$ cat src/rtl/ads41_sample_packer.sv
`default_nettype none
// ============================================================================
//  Module   : ads41_sample_packer
//  Purpose  : Packs NSAMP sync-aligned ADC samples into one wide word with a
//             valid strobe, per-slot overrange flags and an overrange counter.
//             Define ADS41_TWOS_COMP_EN to convert offset binary to two's
//             complement before packing.
//  Revision : 1.0 - initial release
// ============================================================================
module ads41_sample_packer #(
    parameter int NBITS     = 12,
    parameter int NSAMP     = 4,
    parameter int OVR_CNT_W = 16
) (
    input  logic                   clk,
    input  logic                   rst_n,
    input  logic                   din_en,
    input  logic [NBITS-1:0]       din,
    input  logic                   ovr_in,
    input  logic                   sync_in,
    input  logic                   arm,
    input  logic                   ovr_cnt_clr,
    output logic [NSAMP*NBITS-1:0] dout,
    output logic                   dout_valid,
    output logic                   dout_sync,
    output logic [NSAMP-1:0]       ovr_flags,
    output logic [OVR_CNT_W-1:0]   ovr_count,
    output logic                   aligned
);

    localparam int unsigned             c_slot_w    = $clog2(NSAMP);
    localparam logic [c_slot_w-1:0]     c_last_slot = c_slot_w'(NSAMP - 1);

    localparam logic [1:0] c_idle      = 2'd0;
    localparam logic [1:0] c_wait_sync = 2'd1;
    localparam logic [1:0] c_run       = 2'd2;

    logic [1:0]              r_state;
    logic [1:0]              w_state_nxt;
    logic                    r_sync_q;
    logic [c_slot_w-1:0]     r_slot;
    logic [c_slot_w-1:0]     w_slot_nxt;
    logic [c_slot_w-1:0]     w_wslot;
    logic                    r_pend_sync;
    logic                    w_pend_nxt;
    logic                    w_write;
    logic                    w_emit;
    logic                    w_accept;
    logic                    w_sync_rise;
    logic [NBITS-1:0]        w_sample;
    logic [NSAMP*NBITS-1:0]  r_data;
    logic [NSAMP*NBITS-1:0]  w_data;
    logic [NSAMP-1:0]        r_flags;
    logic [NSAMP-1:0]        w_flag_data;
    logic [NSAMP*NBITS-1:0]  r_dout;
    logic                    r_dout_valid;
    logic                    r_dout_sync;
    logic [NSAMP-1:0]        r_ovr_flags;
    logic [OVR_CNT_W-1:0]    r_ovr_count;

    assign w_sync_rise = sync_in & ~r_sync_q;

`ifdef ADS41_TWOS_COMP_EN
    assign w_sample = {~din[NBITS-1], din[NBITS-2:0]};
`else
    assign w_sample = din;
`endif

    always_ff @(posedge clk or negedge rst_n) begin
        if (!rst_n) begin
            r_state <= c_idle;
        end else begin
            r_state <= w_state_nxt;
        end
    end

    always_comb begin
        w_state_nxt = r_state;
        w_slot_nxt  = r_slot;
        w_wslot     = r_slot;
        w_pend_nxt  = r_pend_sync;
        w_write     = 1'b0;
        w_emit      = 1'b0;
        w_accept    = 1'b0;
        case (r_state)
            c_idle: begin
                w_slot_nxt = '0;
                if (arm && din_en) w_state_nxt = c_wait_sync;
            end
            c_wait_sync: begin
                if (!din_en) begin
                    w_state_nxt = c_idle;
                    w_slot_nxt  = '0;
                end else begin
                    w_accept = 1'b1;
                    if (arm) begin
                        w_slot_nxt = '0;
                    end else if (w_sync_rise) begin
                        w_state_nxt = c_run;
                        w_write     = 1'b1;
                        w_wslot     = '0;
                        w_slot_nxt  = c_slot_w'(1);
                        w_pend_nxt  = 1'b1;
                    end
                end
            end
            c_run: begin
                if (!din_en) begin
                    w_state_nxt = c_idle;
                    w_slot_nxt  = '0;
                end else begin
                    w_accept = 1'b1;
                    if (arm) begin
                        w_state_nxt = c_wait_sync;
                        w_slot_nxt  = '0;
                    end else begin
                        w_write = 1'b1;
                        if (r_slot == c_last_slot) begin
                            // A sync edge on the closing slot still completes this word.
                            w_emit     = 1'b1;
                            w_slot_nxt = '0;
                            w_pend_nxt = w_sync_rise;
                        end else if (w_sync_rise) begin
                            w_wslot    = '0;
                            w_slot_nxt = c_slot_w'(1);
                            w_pend_nxt = 1'b1;
                        end else begin
                            w_slot_nxt = r_slot + c_slot_w'(1);
                        end
                    end
                end
            end
            default: begin
                w_state_nxt = c_idle;
                w_slot_nxt  = '0;
            end
        endcase
    end

    always_comb begin
        w_data      = r_data;
        w_flag_data = r_flags;
        for (int i = 0; i < NSAMP; i++) begin
            if (w_write && (int'(w_wslot) == i)) begin
                w_data[i*NBITS +: NBITS] = w_sample;
                w_flag_data[i]           = ovr_in;
            end
        end
    end

    always_ff @(posedge clk or negedge rst_n) begin
        if (!rst_n) begin
            r_sync_q     <= 1'b0;
            r_slot       <= '0;
            r_pend_sync  <= 1'b0;
            r_data       <= '0;
            r_flags      <= '0;
            r_dout       <= '0;
            r_dout_valid <= 1'b0;
            r_dout_sync  <= 1'b0;
            r_ovr_flags  <= '0;
            r_ovr_count  <= '0;
        end else begin
            r_sync_q     <= sync_in;
            r_slot       <= w_slot_nxt;
            r_pend_sync  <= w_pend_nxt;
            r_data       <= w_data;
            r_flags      <= w_flag_data;
            r_dout_valid <= w_emit;
            r_dout_sync  <= w_emit & r_pend_sync;
            if (w_emit) begin
                r_dout      <= w_data;
                r_ovr_flags <= w_flag_data;
            end
            if (ovr_cnt_clr) begin
                r_ovr_count <= '0;
            end else if (w_accept && ovr_in && (r_ovr_count != {OVR_CNT_W{1'b1}})) begin
                r_ovr_count <= r_ovr_count + OVR_CNT_W'(1);
            end
        end
    end

    assign dout       = r_dout;
    assign dout_valid = r_dout_valid;
    assign dout_sync  = r_dout_sync;
    assign ovr_flags  = r_ovr_flags;
    assign ovr_count  = r_ovr_count;
    assign aligned    = (r_state == c_run);

endmodule
`default_nettype wire

$ cat config.mk
export PLATFORM = sky130hd
export DESIGN_NAME = ads41_sample_packer
export DESIGN_NICKNAME = d
export VERILOG_FILES = /design/src/rtl/ads41_sample_packer.sv
export SDC_FILE = /design/constraint.sdc
export NUM_CORES = 1
export LEC_CHECK = 0
export CORE_UTILIZATION = 23
export DETAILED_ROUTE_END_ITERATION = 10
export PLACE_DENSITY_LB_ADDON = 0.1
export SLEW_MARGIN = 10
export SYNTH_ARGS = -nofsm -noshare
export SYNTH_HDL_FRONTEND = slang
export SYNTH_SLANG_ARGS = --single-unit
$ cat constraint.sdc
create_clock -name clk -period 2.72 [get_ports clk]
set_input_delay 0.408 -clock clk [delete_from_list [all_inputs] [get_ports clk]]
set_output_delay 0.408 -clock clk [all_outputs]
set_load 0.03 [all_outputs]
# Word level (Yosys, flattened, before mapping)
# Cells that the tools add are included.
# W data, S select, Z words.
dict set report classes {
  eq_ne 16
  bitwise_logic 3
  add_sub_neg 2
  reduce_logical 14
  n_mux 51
}
# op n
set ops {}
lappend ops {{$mux W12} 4}
lappend ops {{$mux W2} 19}
lappend ops {{$mux W16} 2}
lappend ops {{$mux W1} 21}
lappend ops {{$add A16 B1 Y16 const B} 1}
lappend ops {{$ne A16 B16 Y1 const B} 1}
lappend ops {{$ne A2 B2 Y1 const B} 5}
lappend ops {{$ne A3 B3 Y1 const B} 3}
lappend ops {{$eq A2 B2 Y1 const B} 4}
lappend ops {{$pmux W2 S2} 2}
lappend ops {{$logic_and A1 B1 Y1} 7}
lappend ops {{$pmux W2 S3} 1}
lappend ops {{$reduce_and A5 Y1} 1}
lappend ops {{$eq A2 B1 Y1 const B} 2}
lappend ops {{$logic_not A2 Y1} 2}
lappend ops {{$ne A4 B4 Y1 const B} 1}
lappend ops {{$pmux W1 S2} 2}
lappend ops {{$reduce_and A4 Y1} 1}
lappend ops {{$reduce_bool A2 Y1} 2}
lappend ops {{$add A2 B1 Y2 const B} 1}
lappend ops {{$and A1 B1 Y1} 2}
lappend ops {{$reduce_or A2 Y1} 1}
lappend ops {{$not A1 Y1} 1}
dict set report word_totals {
  output_inout_bits 71
  regBits 128
  wordCells 97
}

# Logic depth before layout (Yosys ltp)
# Gate-level depths: netlist (run 1).
dict set report logic_depth {
  depth_word 10
  ltp_mapped 9
}

# Least setup slack after synthesis (run 1)
# OpenSTA, ideal clock, no wires.
dict set report synth_path {
  path_type {register -> register}
  start {register r_state[0]}
  end {register r_dout[13] (netlist: dout[13])}
  slack_ps 186
  arrival_time_ps 2410
  stages_incl_launch_ff 9
  period_less_slack_ps 2534
  n_path_buf 2
  cell_sequence {dfrtp_1 inv_1 ha_1 buf_2 nand4b_4 nor4b_2 buf_6 mux2_2 mux2_2}
}
dict set report synth_via {
  elab_chain_len 5
}
# item line
set synth_lines {}
lappend synth_lines {{start: declaration} 38} ;# logic [1:0] r_state;
lappend synth_lines {{start signal: assignment} 71} ;# r_state <= c_idle;
lappend synth_lines {{start signal: assignment} 73} ;# r_state <= w_state_nxt;
lappend synth_lines {{$eq A2 B2 Y1 *} n/a}
lappend synth_lines {{net aligned} 28} ;# output logic aligned
lappend synth_lines {{$pmux W2 S2} 85} ;# case (r_state)
lappend synth_lines {{$eq A2 B2 Y1} 144} ;# if (w_write && (int'(w_wslot) == i)) begin
lappend synth_lines {{$logic_and A1 B1 Y1 *} 144}
lappend synth_lines {{$mux W12 *} 144}
lappend synth_lines {{net w_data[13]} 52} ;# logic [NSAMP*NBITS-1:0] w_data;
lappend synth_lines {{end signal: assignment} 172} ;# r_dout <= w_data;
lappend synth_lines {{end: declaration} 55} ;# logic [NSAMP*NBITS-1:0] r_dout;
# The timed path passes the listed nets; every way through them passes the cells marked *.
# A chain may end at the register's enable or synchronous reset.

# Worst setup path in the final report (run 1)
dict set report layout_path {
  start {register r_state[0]}
  end {output aligned}
}
dict set report layout_via {
  elab_chain_len 1
}
# item line
set layout_lines {}
lappend layout_lines {{$eq A2 B2 Y1} 188} ;# assign aligned = (r_state == c_run);
lappend layout_lines {{end: declaration} 28}
# No other way between the ends.

==> impl_metrics.ini, run 1 <==
[layout]
drive_gt1_frac = 0.268
nFillCells = 2318
final_util = 0.322
syn2layout_area_growth_pct = 36.3
nets = 543
antenna_cells = 0

[sta]
setup_viol = 0
worst-slew-pin-transition_ns = 0.745
fmax_ghz = 0.398
rsz0062_at_grt = false
slew_viol_final = 0
hold_viol = 6
slew_headroom = 0.502
fin_crit_sh = 0.925
period_needed_ns = 2.51
final.setup.tns_ns = 0
fin_skew_ns = 0.0126
fin_hold_ws_ns = -0.0136

[yosys]
async_reset_ff_frac = 1.00
yosysTopAreaCell = dfrtp_1
yosysSeqAreaShare = 0.593
synth_enable_flop_cells = 0
yosys.area.top_type_share = 0.593
synth-seq-cells = 128
synthesis.nets = 441
ys_warn_count = 0
synth_ff_type = dfrtp_1
syn_area_um2 = 5400
syn_avg_cell_area_um2 = 13.0
synthCells = 416
synth.distinct_cells = 47
synth_area_leaders = dfrtp_1, mux2_2, nand2_1

[global_route]
grt_max_degree = 70
grtUsageTotal = 0.120
first_global_vias = 3864
grt_first_pass_wirelength_um = 21800
antenna_found_initial = 0
grt_overflow_total = 0

[status]
status = finished, violations left
violations = negative hold slack

[routing]
firstDrtPassIters = 4
ant_nets = 0
via_per_inst = 4.25
wirelength_um = 13400
routed-via-count = 3586
drc = 0
wl_per_cell_um = 15.9
drtIter0Drc = 140

[clock_tree]
htree_levels = 4
clk_pin_slew_ns = 0.06
cts_buffer_depth = 2
numCtsBuffers = 17
holdBufCountCts = 0
clk_latency_ns = 0.42
clock-root-buffer = clkbuf_16
cts_sinks = 128
cts_tree = yes

[flow_run]
drv_cap = 0

[worst_setup_path]
critPathRequiredTime_ns = 2.31
reg2regPathDepth = 7
arrival_ns = 2.11
path_max_fanout = 10
ff2ff_setup_slack_ns = 0.30
start_kind = flop
crit_path_end_kind = output port
crit_type = flop to output port

[power_and_ir_drop]
power_leakage_nw = 3.33
power_density_nw_per_um2 = 683
p_sw_mw = 1.27
switching_share = 0.253
vdd_drop_max_mv = 0.365
p_comb_frac = 0.109
clock_power_share = 0.481
power.internal_mw = 3.76
seq_power_share = 0.410
finalPower_mw = 5.03

[worst_hold_path]
hold_path.class = input port to async pin

[floorplanning]
ios = 90
initial_core_util = 0.236
die_w_um = 155
die_h_um = 155
coreArea_um2 = 22800
die_area_um2 = 24100
rows = 55

[placement]
gp_congestion = 0.756
dp_hpwl_um = 9040
io_buffers = 89
-- critical path: stages (launching register included) --
cell and delay [ns]:
dfrtp_1 0.41, inv_1 0.10, ha_1 0.43, clkdlybuf4s50_1 0.76
-- stage by stage --
stage          instances  setup slack (ns)  cell area (um^2)
4_1_cts              843             0.164              7360
5_1_grt              843             0.118              7360
2_1_floorplan        416             0.186              5400
6_report             843             0.205              7360
3_5_place_dp         812             0.122              6730
3_3_place_gp         812             0.150              6730
-- synth_stat cells (5+ instances only) --
cell type	n
nor2_1	26
nand3_1	18
ha_1	6
and3_1	5
dfrtp_1	128
a21oi_1	10
mux2_2	80
o21ai_0	18
clkbuf_1	7
nor2b_1	9
nand2_1	27
buf_2	7
nand4_1	5
a31oi_1	14
-- cell families (layout without fill, tap and decap cells) --
| family | after synthesis | after routing | share of synthesized area |
|---|---|---|---|
| flops | 128 | 128 | 0.593 |
| mux | 85 | 85 | 0.180 |
| simple gates | 121 | 121 | 0.132 |
| compound gates | 54 | 54 | 0.0605 |
| buf+inv | 22 | 136 | 0.0211 |
| fa+ha+maj | 6 | 6 | 0.0139 |
-- registers in the layout, summed over array words and instances (netlist names) --
signal,flops
r_state,2
ovr_flags,4
ovr_count,16
r_data,48
dout_sync,1
r_flags,4
dout_valid,1
r_slot,2
dout,48
r_sync_q,1
r_pend_sync,1
-- worst paths after layout --
kind,to,from
worst max-delay path,aligned,r_state[0]
max in group asynchronous,r_data[9],rst_n
worst min-delay path,ovr_count[3],rst_n
worst min register to register,r_data[35],r_data[35]
min in group clk,r_data[35],r_data[35]
worst max register to register,dout[15],r_state[0]
-- cell usage in the layout, fill, tap and decap left out, types with 2 or more instances in the layout --
cell type and n:
a21oi_1 10, a31oi_1 14, and2_1 2, and3_1 5
and4b_1 2, buf_12 3, buf_4 9, bufinv_16 4
clkbuf_16 17, clkdlybuf4s50_1 88, clkinv_2 3, clkinv_4 3
dfrtp_1 128, ha_1 6, inv_1 3, inv_6 2
mux2_2 80, mux2_4 4, nand2_1 27, nand2b_1 2
nand3_1 18, nand3b_1 2, nand4_1 5, nor2_1 26
nor2b_1 9, nor3_1 3, nor4_1 2, nor4b_4 2
o211ai_1 2, o21ai_0 18, o41ai_1 3, or3_1 4
or4b_2 2
-- power by group through the flow --
stage / registers (mW) / clock network, mW / logic (mW)
CTS: 2.06 / 2.50 / 0.557
finish: 2.06 / 2.42 / 0.550
detailed placement: 2.09 / 0 / 0.556
floorplan: 2.09 / 0 / 0.346
global route: 2.07 / 2.58 / 0.625
global placement: 2.09 / 0 / 0.539
-- final cells by class --
type / instances / area [um^2] / share of cell area
Clock inverter: 13 / 186 / 0.0253
Inverter: 4 / 15.0 / 0.00204
Timing Repair Buffer: 101 / 1020 / 0.139
Tap cell: 313 / 392 / 0.0532
Sequential cell: 128 / 3200 / 0.435
Clock buffer: 18 / 439 / 0.0597
Multi-Input combinational cell: 266 / 2110 / 0.286
-- routing by layer --
layer	routed length, um	GRT usage	part of all wire	vias up
met1	6450	0.154	0.48	1784
met3	696	0.0440	0.052	11
met2	6100	0.185	0.46	70
met5	0	0	0	-
li1	-	-	-	1721
met4	152	0.0420	0.011	0
-- what timing repair did --
action / 4_1_cts / 5_1_grt
gates resized for setup: 0 / 1
endpoints found under the setup margin: 0 / 12
hold endpoints to repair: 0 / 0
setup buffers: 0 / 0
Note: power is estimated with default switching activity, not from simulation.
==> run 2, diff against run 1 <==
CELL_PAD_IN_SITES_DETAIL_PLACEMENT = 1   (was not set)
CELL_PAD_IN_SITES_GLOBAL_PLACEMENT = 1   (was not set)
CORE_ASPECT_RATIO = 1.5   (was not set)
==> run 2 against run 1 <==
The run now ends clean. Routed wire length rose by 6.7%. Critical endpoint unchanged. Power rose by 4.4%. Sequential cell count did not move. Setup slack improved by 0.085 ns. Largest power group unchanged. Maximum frequency rose by 3.5%. Clock skew fell by 0.0065 ns.
==> impl_metrics.ini, run 2 (synthesized netlist as in run 1, its figures left out) <==
[status]
status = finished, final reports clean

[routing]
wl_per_cell_um = 16.7
drc = 0
via_per_inst = 4.42
firstDrtPassIters = 3
ant_nets = 0
drtIter0Drc = 113
wirelength_um = 14300
routed-via-count = 3787

[layout]
syn2layout_area_growth_pct = 39.0
nets = 553
layout_common_cells = dfrtp_1, clkdlybuf4s50_1, mux2_2, nand2_1, nor2_1
nFillCells = 2450
drive_gt1_frac = 0.279
antenna_cells = 0
layout_commonest_cell = dfrtp_1

[flow_run]
drv_cap = 0

[floorplanning]
coreArea_um2 = 23100
die_area_um2 = 24100
die_h_um = 190
initial_core_util = 0.234
die_w_um = 127
ios = 90
rows = 68

[worst_setup_path]
reg2regPathDepth = 6
crit_family = buffers and inverters
critPathRequiredTime_ns = 2.31
r2r_end = dout[42]
r2r_start = r_state[1]
path_buf_inv = 3
arrival_ns = 2.02
ff2ff_setup_slack_ns = 0.30
crit_type = flop to output port
path_max_fanout = 9
crit_path_end_kind = output port
start_kind = flop
max_stage_delay_ns = 0.68
cp_cell_sequence = inv_1, ha_1, buf_4, clkdlybuf4s50_1
cp_slowest_cell = clkdlybuf4s50_1

[sta]
rsz0062_at_grt = false
period_needed_ns = 2.43
slew_headroom = 0.473
setup_viol = 0
slew_viol_final = 0
fin_skew_ns = 0.00609
worst-slew-pin-transition_ns = 0.784
final.setup.tns_ns = 0
fmax_ghz = 0.412
fin_crit_sh = 0.893
hold_viol = 0

[placement]
dp_hpwl_um = 9710
io_buffers = 89
gp_congestion = 0.758

[power_and_ir_drop]
vdd_drop_max_mv = 0.461
finalPower_mw = 5.25
power_density_nw_per_um2 = 700
power_leakage_nw = 3.40

[clock_tree]
clk_latency_ns = 0.42
cts_tree = yes
clk_pin_slew_ns = 0.06
cts_sinks = 128
clock-root-buffer = clkbuf_16
htree_levels = 4
post_cts_buffers = 0
numCtsBuffers = 17
cts_buffer_depth = 2

[worst_hold_path]
hold_path.class = input port to async pin

[global_route]
antenna_found_initial = 0
first_global_vias = 4290
grt_max_degree = 51
grt_overflow_total = 0
grt_first_pass_wirelength_um = 23800
grtUsageTotal = 0.130
run 2: final cells by class:
cell class,count,area [um^2],area share
tap,315,394,0.0525
sequential,128,3200,0.427
multi-input combinational,266,2100,0.280
inverter,4,15.0,0.00200
timing repair buffer,111,1120,0.150
clock inverter,12,205,0.0273
clock buffer,20,467,0.0622
run 2: worst reg2reg max path, stage by stage, from the launching register on:
cell and delay (ns):
dfrtp_1 0.41, inv_1 0.08, ha_1 0.43, nand4b_4 0.19, nand4bb_4 0.50, mux2_4 0.43
mux2_2 0.26
run 2: repair_timing:
action / 4_1_cts / 5_1_grt
hold buffers: 1 / 0
endpoints found under the hold margin: 41 / 0
resized for setup: 0 / 0
run 2: per-layer routing:
metal	GRT usage	up-vias	share of wire
met3	0.0354	20	0.033
met5	0	-	0
met2	0.225	68	0.52
met1	0.152	1982	0.43
li1	-	1717	-
met4	0.0522	0	0.017
run 2: power breakdown:
part           switching, mW  total, mW  internal [mW]
sequential            0.0440       2.06           2.01
combinational          0.386      0.601          0.215
clock                  0.891       2.60           1.70
total                   1.32       5.25           3.93
run 2: worst max-delay path by stage:
stage / start / endpoint / cells after the start
detailed placement: din_en / dout[42] / 5
CTS: r_state[1] / dout[42] / 6
global placement: din_en / dout[42] / 5
floorplan: r_state[0] / dout[13] / 8
global route: r_state[1] / dout[42] / 6
finish: r_state[0] / aligned / 4
run 2: through the flow:
stage	hold slack (ns)	instances	cell area [um^2]	setup slack, ns	utilization
global route	0.508	856	7510	0.162	0.326
floorplan	0.112	416	5400	0.186	-
detailed placement	0.374	823	6830	0.120	0.296
global placement	0.367	823	6830	0.147	0.296
finish	0.483	856	7510	0.290	0.326
CTS	0.486	856	7510	0.243	0.326
==> run 3, diff against run 2 <==
TNS_END_PERCENT = 20   (was not set)
clock period = 2.6 ns   (was 2.72 ns; I/O delays follow)
==> run 3 against run 2 <==
Critical path type is now flop to flop. Power rose by 4.2%. Final cell count did not move. Global-route usage rose by 0.27 points. First-iteration DRC count fell by 46%. Via count barely moved.
==> impl_metrics.ini, run 3 (synthesized netlist as in run 1, its figures left out) <==
[floorplanning]
die_area_um2 = 24100
rows = 68
coreArea_um2 = 23100
die_h_um = 190
ios = 90
die_w_um = 127
initial_core_util = 0.234

[layout]
drive_gt1_frac = 0.277
antenna_cells = 0
nets = 553
layout_common_cells = dfrtp_1, clkdlybuf4s50_1, mux2_2, nand2_1, nor2_1
finish.instance_area_um2 = 7500
syn2layout_area_growth_pct = 38.9
layout_commonest_cell = dfrtp_1

[placement]
place_worst_setup_slack_ns = 0.0229
io_buffers = 89
dpl-instance-area_um2 = 6830
gp_congestion = 0.736
dp_hpwl_um = 9720

[clock_tree]
cts-resized-gates = 0
post_cts_buffers = 0
cts_sinks = 128
cts_buffer_depth = 2
cts_tree = yes
numCtsBuffers = 17
clock-root-buffer = clkbuf_16
holdBufCountCts = 1
clk_latency_ns = 0.42
htree_levels = 4
clk_pin_slew_ns = 0.06

[status]
status = finished, final reports clean

[routing]
wirelength_um = 14600
drtIter0Drc = 61
ant_nets = 0
firstDrtPassIters = 4
drc = 0
via_per_inst = 4.42
wl_per_cell_um = 17.0
routed-via-count = 3786

[sta]
slew_headroom = 0.491
hold_viol = 0
rsz0062_at_grt = false
timing.final.ws_setup_ns = 0.159
setup_viol = 0
fin_skew_ns = 0.00743
final.setup.tns_ns = 0
fmax_ghz = 0.410
fin_hold_ws_ns = 0.490
slew_viol_final = 0
worst-slew-pin-transition_ns = 0.761
fin_crit_sh = 0.939
period_needed_ns = 2.44

[worst_hold_path]
hold_path.class = flop to flop

[worst_setup_path]
crit_type = flop to flop
critPathRequiredTime_ns = 2.90
arrival_ns = 2.74
ff2ff_setup_slack_ns = 0.16
crit_path_end_kind = flop
path_max_fanout = 13
start_kind = flop

[power_and_ir_drop]
power.internal_mw = 4.09
switching_share = 0.253
p_sw_mw = 1.38
vdd_drop_max_mv = 0.440
clock_power_share = 0.492
seq_power_share = 0.393
p_comb_frac = 0.116
power_density_nw_per_um2 = 730
power_leakage_nw = 3.40
finalPower_mw = 5.48

[global_route]
grt_first_pass_wirelength_um = 24200
first_global_vias = 4299
antenna_found_initial = 0
grt_max_degree = 58
grtUsageTotal = 0.133
grt_overflow_total = 0

[flow_run]
drv_cap = 0
run 3: changes by cell type in the layout (fill, tap and decap cells not counted):
cell        change
clkbuf_1        +1
clkbuf_8        -1
clkinv_4        +1
clkinvlp_4      -1
run 3: layout make-up:
type                       instances  area, um^2
multi-input combinational        266        2100
clock buffer                      20         457
inverter                           4        15.0
fill                            2482       15600
sequential                       128        3200
clock inverter                    12         206
tap                              315         394
timing repair buffer             111        1120
run 3: worst max-delay path: stages, from the launching register on:
cell	delay (ns)
dfrtp_1	0.42
inv_1	0.08
ha_1	0.43
nand4b_4	0.20
nor4b_4	0.35
buf_12	0.21
mux2_2	0.36
mux2_2	0.27
run 3: final timing paths:
path	startpoint	end	depth (start not counted)
min reg2reg	r_data[25]	r_data[25]	1
min in group asynchronous	rst_n	ovr_count[9]	2
max	r_state[1]	dout[16]	7
min	r_data[25]	r_data[25]	1
max reg2reg	r_state[1]	dout[16]	7
max in group asynchronous	rst_n	r_data[22]	3
run 3: power by group through the flow:
stage	combinational, mW	sequential, mW	clock, mW
after CTS	0.651	2.15	2.78
after detailed placement	0.646	2.19	0
after floorplan	0.362	2.18	0
after global routing	0.720	2.16	2.85
final	0.633	2.15	2.69
after global placement	0.626	2.18	0
run 3: per-layer routing:
layer,track usage,vias up,part of all wire
met2,0.229,66,0.52
met5,0,-,0
met1,0.157,1970,0.43
met3,0.0332,16,0.034
li1,-,1734,-
met4,0.0545,0,0.016
run 3: stage by stage:
stage                     cells   util
after floorplan             416      -
after global placement      823  0.296
after detailed placement    823  0.296
after CTS                   856  0.325
after global routing        856  0.325
final                       856  0.325
